File: src/rtl/sdram_rd_arbiter_pkg.sv
// Shared definitions for the SDRAM read arbiter: FSM encoding, default
// address width, timeout fill byte and a width helper.
package sdram_rd_arbiter_pkg;

  typedef enum logic [1:0] {
    IDLE  = 2'd0,
    WAIT  = 2'd1,
    DRAIN = 2'd2
  } state_t;

  localparam int         DEFAULT_AW   = 25;
  localparam logic [7:0] TIMEOUT_FILL = 8'hFF;

  // ceil(log2(n)), never less than one bit
  function automatic int clog2_min1(input int n);
    return (n > 1) ? $clog2(n) : 1;
  endfunction

endpackage

File: src/rtl/sdram_rd_arbiter_rr_pick.sv
// Combinational round-robin selector: first pending index searched
// cyclically starting just after the last granted requester.
module rr_pick
  import sdram_rd_arbiter_pkg::*;
#(
  parameter int NREQ = 2,
  parameter int GW   = clog2_min1(NREQ)
) (
  input  logic [NREQ-1:0] i_pending,
  input  logic [GW-1:0]   i_last_grant,
  output logic [GW-1:0]   o_grant,
  output logic            o_valid
);

  always_comb begin
    logic [GW-1:0] idx;
    // NOTE: every output gets a default before the search so no path leaves
    // it unassigned, which would otherwise infer a latch.
    o_grant = '0;
    o_valid = 1'b0;
    idx     = '0;
    for (int k = 1; k <= NREQ; k++) begin
      idx = GW'((int'(i_last_grant) + k) % NREQ);
      if (!o_valid && i_pending[idx]) begin
        o_grant = idx;
        o_valid = 1'b1;
      end
    end
  end

endmodule

File: src/rtl/sdram_rd_arbiter.sv
// Toggle-handshake read arbiter: round-robin shares one SDRAM read port
// among NREQ requesters, with a per-transfer timeout and drain recovery.
module sdram_rd_arbiter
  import sdram_rd_arbiter_pkg::*;
#(
  parameter int NREQ    = 2,
  parameter int AW      = DEFAULT_AW,
  parameter int TIMEOUT = 1023
) (
  input  logic               clk,
  input  logic               reset,
  input  logic [NREQ*AW-1:0] req_addr,
  input  logic [NREQ-1:0]    req_rd,
  output logic [NREQ-1:0]    req_ack,
  output logic [NREQ*8-1:0]  req_data,
  output logic [AW-1:0]      sdram_addr,
  output logic               sdram_rd,
  input  logic               sdram_ack,
  input  logic [7:0]         sdram_data,
  output logic               timeout_err
);

  localparam int             GW      = clog2_min1(NREQ);
  localparam int             CW      = clog2_min1(TIMEOUT + 1);
  localparam logic [CW-1:0]  CNT_MAX = CW'(TIMEOUT);

  state_t             r_state, w_state_next;
  logic [GW-1:0]      r_grant, r_last_grant, w_pick;
  logic               w_pick_valid;
  logic [CW-1:0]      r_cnt, w_cnt_inc;
  logic [NREQ-1:0]    r_req_ack, w_pending;
  logic [NREQ*8-1:0]  r_req_data;
  logic [AW-1:0]      r_sdram_addr;
  logic               r_sdram_rd, r_timeout_err;
  logic               w_match, w_issue, w_done, w_expire;

  assign w_pending = req_rd ^ r_req_ack;
  assign w_match   = (sdram_ack == r_sdram_rd);
  assign w_cnt_inc = (r_cnt == CNT_MAX) ? r_cnt : r_cnt + 1'b1;

  rr_pick #(.NREQ(NREQ), .GW(GW)) u_rr_pick (
    .i_pending    (w_pending),
    .i_last_grant (r_last_grant),
    .o_grant      (w_pick),
    .o_valid      (w_pick_valid)
  );

  always_comb begin
    w_state_next = r_state;
    w_issue      = 1'b0;
    w_done       = 1'b0;
    w_expire     = 1'b0;
    unique case (r_state)
      IDLE: if (w_pick_valid) begin
        w_issue      = 1'b1;
        w_state_next = WAIT;
      end
      WAIT: if (w_match) begin
        w_done       = 1'b1;
        w_state_next = IDLE;
      end else if (w_cnt_inc == CNT_MAX) begin
        w_expire     = 1'b1;
        w_state_next = DRAIN;
      end
      DRAIN: if (w_match) w_state_next = IDLE;
      default: w_state_next = IDLE;
    endcase
  end

  always_ff @(posedge clk) begin
    if (reset) r_state <= IDLE;
    else       r_state <= w_state_next;
  end

  always_ff @(posedge clk) begin
    if (reset) begin
      // NOTE: toggle-handshake state reloads from the live partner signals so
      // leaving reset never looks like a fresh request or acknowledge.
      r_sdram_rd    <= sdram_ack;
      r_req_ack     <= req_rd;
      r_req_data    <= '0;
      r_sdram_addr  <= '0;
      r_grant       <= '0;
      r_last_grant  <= GW'(NREQ - 1);
      r_cnt         <= '0;
      r_timeout_err <= 1'b0;
    end else begin
      if (w_issue) begin
        r_grant      <= w_pick;
        r_sdram_addr <= req_addr[w_pick*AW +: AW];
        r_sdram_rd   <= ~r_sdram_rd;
        r_cnt        <= '0;
      end
      if (r_state == WAIT && !w_match) r_cnt <= w_cnt_inc;
      if (w_done || w_expire) begin
        r_req_data[r_grant*8 +: 8] <= w_done ? sdram_data : TIMEOUT_FILL;
        r_req_ack[r_grant]         <= ~r_req_ack[r_grant];
        r_last_grant               <= r_grant;
      end
      if (w_expire) r_timeout_err <= 1'b1;
    end
  end

  assign req_ack     = r_req_ack;
  assign req_data    = r_req_data;
  assign sdram_addr  = r_sdram_addr;
  assign sdram_rd    = r_sdram_rd;
  assign timeout_err = r_timeout_err;

endmodule

File: config.mk
export PLATFORM = sky130hd
export DESIGN_NAME = sdram_rd_arbiter
export DESIGN_NICKNAME = d
export VERILOG_FILES = /design/src/rtl/sdram_rd_arbiter_pkg.sv /design/src/rtl/sdram_rd_arbiter_rr_pick.sv /design/src/rtl/sdram_rd_arbiter.sv
export SDC_FILE = /design/constraint.sdc
export NUM_CORES = 1
export LEC_CHECK = 0
export BUFFER_PORTS_ARGS = -buffer_cell sky130_fd_sc_hd__buf_2
export CORE_MARGIN = 5
export CORE_UTILIZATION = 33
export DETAILED_ROUTE_END_ITERATION = 7
export GPL_ROUTABILITY_DRIVEN = 0
export MAX_ROUTING_LAYER = met4
export PLACE_DENSITY_LB_ADDON = 0.2
export SYNTH_ARGS = -nofsm -noshare
export SYNTH_HDL_FRONTEND = slang
export SYNTH_SLANG_ARGS = --single-unit
File: constraint.sdc
create_clock -name clk -period 5.44 [get_ports clk]
set_clock_uncertainty 0.15 [all_clocks]
set_input_delay 0.816 -clock clk [delete_from_list [all_inputs] [get_ports clk]]
set_output_delay 0.816 -clock clk [all_outputs]
set_load 0.05 [all_outputs]
==> results of run 1 <==
power groups by stage:
stage,Sequential [mW],Clock (mW),Combinational [mW]
after floorplan,0.695,0,0.186
after global placement,0.536,0,0.454
after detailed placement,0.535,0,0.459
after CTS,0.527,0.412,0.459
after global routing,0.535,0.433,0.494
final,0.527,0.397,0.452
logic make-up (layout without fill, tap and decap cells):
group                    count (synthesis)  count (layout)
AND/OR/NAND/NOR                        112             112
AO/OA/AOI/OAI                           94              94
flip-flops                              59              59
buffers and inverters                   30             128
multiplexers                            28              28
XOR/XNOR                                 5               5
adder cells (fa/ha/maj)                  1               1
synthesized netlist by cell type, types with 2 or more instances:
cell type,count
clkbuf_1,14
buf_1,3
nand2b_1,2
o21ai_0,9
a311oi_1,2
mux2i_1,28
edfxtp_1,3
buf_2,6
nor3_1,4
a21oi_1,5
a31oi_1,4
a21o_1,2
dfxtp_1,56
o31ai_1,3
nand2_1,17
xor2_1,4
o31a_1,16
inv_1,3
nor2b_1,2
nor2_1,65
a211oi_1,41
a22oi_1,2
or2_2,2
nand3_1,7
o21a_1,3
and3_1,2
nand4_1,3
flip-flops by register name, summed over array words and instances, names as in the netlist:
name and flops:
sdram_addr 25, req_ack 2, r_state 2, req_data 16, r_grant 1, r_cnt 10, sdram_rd 1, timeout_err 1
r_last_grant 1
through the flow:
| step | setup slack, ps | utilization (%) | area (sq um) |
|---|---|---|---|
| after floorplan | 3170 | - | 2910 |
| after global placement | 2560 | 40.1 | 3460 |
| after detailed placement | 2500 | 40.1 | 3460 |
| after CTS | 2580 | 42.4 | 3660 |
| after global routing | 2260 | 42.4 | 3660 |
| final | 2590 | 42.4 | 3660 |
critical path, delay by kind of cell (launching register included):
family / cells / cell delay [ps]
simple gates: 2 / 1000
compound gates: 3 / 540
buf+inv: 1 / 150
fa+ha+maj: 1 / 460
flops: 1 / 410
worst max-delay path by stage:
stage,startpoint,end,slack [ps]
after floorplan,req_rd[1],r_cnt[4],3170
after global placement,req_rd[0],r_cnt[1],2560
after detailed placement,req_rd[0],r_cnt[1],2500
after CTS,r_cnt[1],r_last_grant,2580
after global routing,r_cnt[1],r_last_grant,2260
final,r_cnt[1],r_last_grant,2590
final cells by class:
cell class / count / share of cell area [%]
clock buffer: 11 / 3.86
clock inverter: 5 / 1.47
inverter: 4 / 0.410
multi-input combinational: 240 / 42.6
sequential: 59 / 33.1
tap: 108 / 3.69
timing repair buffer: 108 / 14.8
routing by layer:
layer / share of wire [%] / GRT usage, % / up-vias / routed length, microns
met1: 48 / 19.3 / 1186 / 3550
met2: 44 / 20.7 / 90 / 3220
met3: 7.7 / 5.10 / 4 / 566
met5: 0 / - / - / 0
li1: - / - / 1401 / -
met4: 0.82 / 3.89 / 0 / 61
==> impl_metrics.json, run 1 <==
{
  "path_clk_slew_ps": 70,
  "clk_path_buf_depth": 2,
  "cts_tree": "done",
  "drive_gt1_share_pct": 31.1,
  "yosysTopAreaCellShare_pct": 38.6,
  "core_area_sq_um": 8640,
  "synthCells": 329,
  "grt_pass1_vias": 2635,
  "synth_top_family_by_area": "compound AO/OA/AOI/OAI gates",
  "async_flop_share_pct": 0,
  "p_seq_share_pct": 38.3,
  "numCtsBuffers": 9,
  "avgSynthCellArea_sq_um": 8.83,
  "start_util_pct": 33.6,
  "drt-initial-drc-count": 99,
  "post-cts-setup-buffers": 0,
  "swShare_pct": 38.7,
  "hpwl_mm": 5.40,
  "synth_fa_ha_area_share_pct": 0.431,
  "timing_hold_violations_final": 0,
  "ff_latch_area_sq_um": 1210,
  "io_buffers": 107,
  "power.switching_uw": 532,
  "final_max_slew_viol_count": 0,
  "final_cell_mix": "buf_2 (107), nor2_1 (65), dfxtp_1 (56), a211oi_1 (41), mux2i_1 (28)",
  "timing.fmax_mhz": 351,
  "r2r_slack_ps": 2590,
  "final_common_cell": "buf_2",
  "synth-simple-area-share_pct": 17.2,
  "wire_per_inst_microns": 13.8,
  "setup_tns_ps": 0,
  "internal_power_uw": 844,
  "holdPathStages": 1,
  "min_period_ps": 2850,
  "critPathMaxFanout": 18,
  "first_pass_iters": 4,
  "synthDistinctLibCells": 48,
  "grt_max_degree": 56,
  "leakage_nw": 1.56,
  "root_buffer": "clkbuf_8",
  "synthMuxAreaShare_pct": 9.65,
  "grt_first_pass_wirelength_mm": 12.7,
  "ys_warn_count": 0,
  "cts_sinks": 59,
  "vias": 2681,
  "cp_cell_sequence": "ha_1 -> inv_1 -> nor3_2 -> a22oi_1 -> a211oi_2 -> and3_1 -> o221ai_2",
  "fin_cells": 535,
  "ir_drop_mv": 0.161,
  "hold-worst-slack_ps": 338,
  "worstReg2RegEnd": "r_last_grant",
  "holdBufCountCts": 0,
  "diodes": 0,
  "crit_required_ps": 5480,
  "rsz0062_at_grt": "false",
  "final_nets": 486,
  "synthXorXnorAreaFrac_pct": 1.51,
  "r2r-start": "r_cnt[1]",
  "hp-start": "timeout_err",
  "syn_to_final_growth_pct": 25.9,
  "die_area_sq_um": 10800,
  "start_kind": "flip-flop",
  "power_frac_comb_pct": 32.9,
  "p_clk_share_pct": 28.8,
  "clkLatencyLatePin_ps": 340,
  "status": "complete, no violations",
  "synthesis.nets": 393,
  "h-tree-depth": 3,
  "nFillCells": 885,
  "vias_per_cell": 5.01,
  "drt-total-wl_mm": 7.40,
  "setup_violations": 0,
  "ys.flop_type": "dfxtp_1",
  "fp.dieH_microns": 104,
  "synth_top_cell_by_area": "dfxtp_1",
  "track_usage_pct": 14.4,
  "crit_type": "flip-flop to flip-flop",
  "hold_end": "timeout_err",
  "synth_seq_area_share_pct": 41.7,
  "drc": 0,
  "hp-class": "flip-flop to flip-flop",
  "multi_input_area_sq_um": 1560,
  "rows": 34,
  "antenna_found_initial": 0,
  "worst_path_max_delay_cell": "and3_1",
  "synth-edff-count": 3,
  "max_stage_delay_ps": 670,
  "ys_seq_elements": 59,
  "synth.area.top_cells": "dfxtp_1 (39%), a211oi_1 (11%), mux2i_1 (9.6%)",
  "worst_pin_slew_ps": 1160,
  "synth_compound_area_share_pct": 24.5,
  "total_power_mw": 1.38,
  "pin_count": 108,
  "die_w_microns": 104,
  "overflow": 0,
  "cp_data_arrival_time_ps": 2900,
  "syn_area_sq_um": 2910,
  "cts_resized": 0,
  "cap_violations": 0,
  "fin_crit_sh_pct": 52.4,
  "relSlewSlack_pct": 22.4,
  "end_kind": "flip-flop",
  "power_density_nw_per_um2": 376,
  "ant_nets": 0,
  "dp.cells": 519,
  "rr_worst_depth": 7
}
Power figures use the tool's default switching activity.
==> run 2: changes to the inputs <==
Clock period 5.44 ns to 2.4 ns, I/O delays scaled along.
==> run 2 against run 1 <==
Sequential power is 120% higher. Worst hold slack worse by 150 ps. Power grew 130%. Core utilization grew 1.9 points. Critical path depth increased by 1. Design area up 4.5%. Global-route usage is 0.30 points higher. Sequential cell count did not move. Via count rose by 1.8%. Combinational power grew 140%. Cell count rose by 3.0%. Critical path type unchanged.
==> impl_metrics.json, run 2 (synthesized netlist as in run 1, its figures left out) <==
{
  "crit_required_ps": 2530,
  "die_area_sq_um": 10800,
  "r2r_slack_ps": 120,
  "core_area_sq_um": 8640,
  "syn_to_final_growth_pct": 31.7,
  "root_buffer": "clkbuf_8",
  "crit_type": "flip-flop to flip-flop",
  "diodes": 0,
  "largest_reg_flops": 25,
  "critPathMaxFanout": 17,
  "drt-total-wl_mm": 7.72,
  "power_density_nw_per_um2": 830,
  "grt_pass1_vias": 2687,
  "max_stage_delay_ps": 350,
  "rsz0062_at_grt": "true",
  "clkLatencyLatePin_ps": 340,
  "final_nets": 502,
  "cts_sinks": 59,
  "grt_max_degree": 31,
  "ir_drop_mv": 0.347,
  "relSlewSlack_pct": 51.2,
  "io_buffers": 107,
  "rows": 34,
  "hpwl_mm": 5.66,
  "timing_hold_violations_final": 0,
  "numCtsBuffers": 9,
  "timing.fmax_mhz": 439,
  "start_kind": "flip-flop",
  "first_pass_iters": 4,
  "cts_tree": "done",
  "drc": 0,
  "status": "complete, no violations",
  "pin_count": 108,
  "grt_first_pass_wirelength_mm": 12.9,
  "ant_nets": 0,
  "holdBufCountCts": 0,
  "clk_path_buf_depth": 2,
  "start_util_pct": 33.6,
  "min_period_ps": 2280,
  "final_cell_mix": "buf_2 (107), nor2_1 (64), dfxtp_1 (56), a211oi_1 (41), mux2i_1 (28)",
  "cp_cell_sequence": "ha_1 -> buf_4 -> nor4_1 -> a31oi_1 -> a211oi_2 -> and3_1 -> buf_12 -> o31a_1",
  "setup_tns_ps": 0,
  "hp-class": "input port to flip-flop",
  "end_kind": "flip-flop",
  "worst_pin_slew_ps": 731,
  "fin_crit_sh_pct": 94.9,
  "worst_path_max_delay_cell": "dfxtp_1",
  "drive_gt1_share_pct": 34.1,
  "drt-initial-drc-count": 107,
  "track_usage_pct": 14.7,
  "fp.dieH_microns": 104,
  "final_max_slew_viol_count": 0,
  "path_clk_slew_ps": 70,
  "total_power_mw": 3.17,
  "vias_per_cell": 4.95,
  "setup_violations": 0,
  "final_common_cell": "buf_2",
  "cap_violations": 0,
  "antenna_found_initial": 0,
  "die_w_microns": 104,
  "wire_per_inst_microns": 14.0,
  "leakage_nw": 1.69,
  "overflow": 0,
  "h-tree-depth": 3,
  "cp_data_arrival_time_ps": 2410,
  "vias": 2729
}
## run 2: cell count changes in the layout (fill, tap and decap cells not counted), sizes merged
cell,before,now
clkbuf,11,10
buf,108,124
clkinvlp,0,1
## run 2: metrics by stage
| stage | setup slack (ps) | hold WS (ps) | instances | utilization [%] | area [sq um] |
|---|---|---|---|---|---|
| after floorplan | 252 | 328 | 329 | - | 2910 |
| after global placement | -15.8 | 333 | 533 | 41.6 | 3590 |
| after detailed placement | -55.8 | 336 | 533 | 41.6 | 3590 |
| after CTS | 2.91 | 171 | 549 | 44.0 | 3800 |
| after global routing | -20.8 | 181 | 551 | 44.3 | 3820 |
| final | 122 | 193 | 551 | 44.3 | 3820 |
## run 2: per-layer routing
layer  global-route usage (%)  wire length, microns  share of wire, %  up-vias
li1                         -                     -                 -     1431
met1                     18.9                  3660                47     1182
met2                     22.0                  3310                43      107
met3                     4.48                   629               8.1        9
met4                     5.18                   120               1.6        0
met5                        -                     0                 0        -
## run 2: layout make-up
cell class                 instances  area, sq um
fill                             860         4810
clock inverter                     6         65.1
inverter                           4         15.0
multi-input combinational        240         1570
sequential                        59         1210
tap                              108          135
clock buffer                      10          138
timing repair buffer             124          688
## run 2: final timing paths
| check | startpoint | endpoint | cells after the start |
|---|---|---|---|
| setup / recovery | r_cnt[0] | req_data[14] | 8 |
| hold / removal | req_rd[1] | req_ack[1] | 3 |
| setup reg to reg | r_cnt[0] | req_data[14] | 8 |
| hold reg to reg | timeout_err | timeout_err | 1 |
## run 2: report_power, final
| part | leakage [nW] | internal [mW] | switching [mW] |
|---|---|---|---|
| logic | 1.10 | 0.326 | 0.753 |
| clock network | 0.102 | 0.507 | 0.407 |
| registers | 0.490 | 1.11 | 0.0701 |
## run 2: critical path: cells and delay by family, from the launching register on
family / cells / cell delay (ps)
compound gates: 3 / 550
fa+ha+maj: 1 / 220
buf+inv: 2 / 340
flops: 1 / 350
simple gates: 2 / 590
## run 2: timing repair
item,4_1_cts,5_1_grt
buffers inserted,0,2
endpoints found under the setup margin,0,19
gates resized for setup,0,4
hold endpoints to repair,0,0
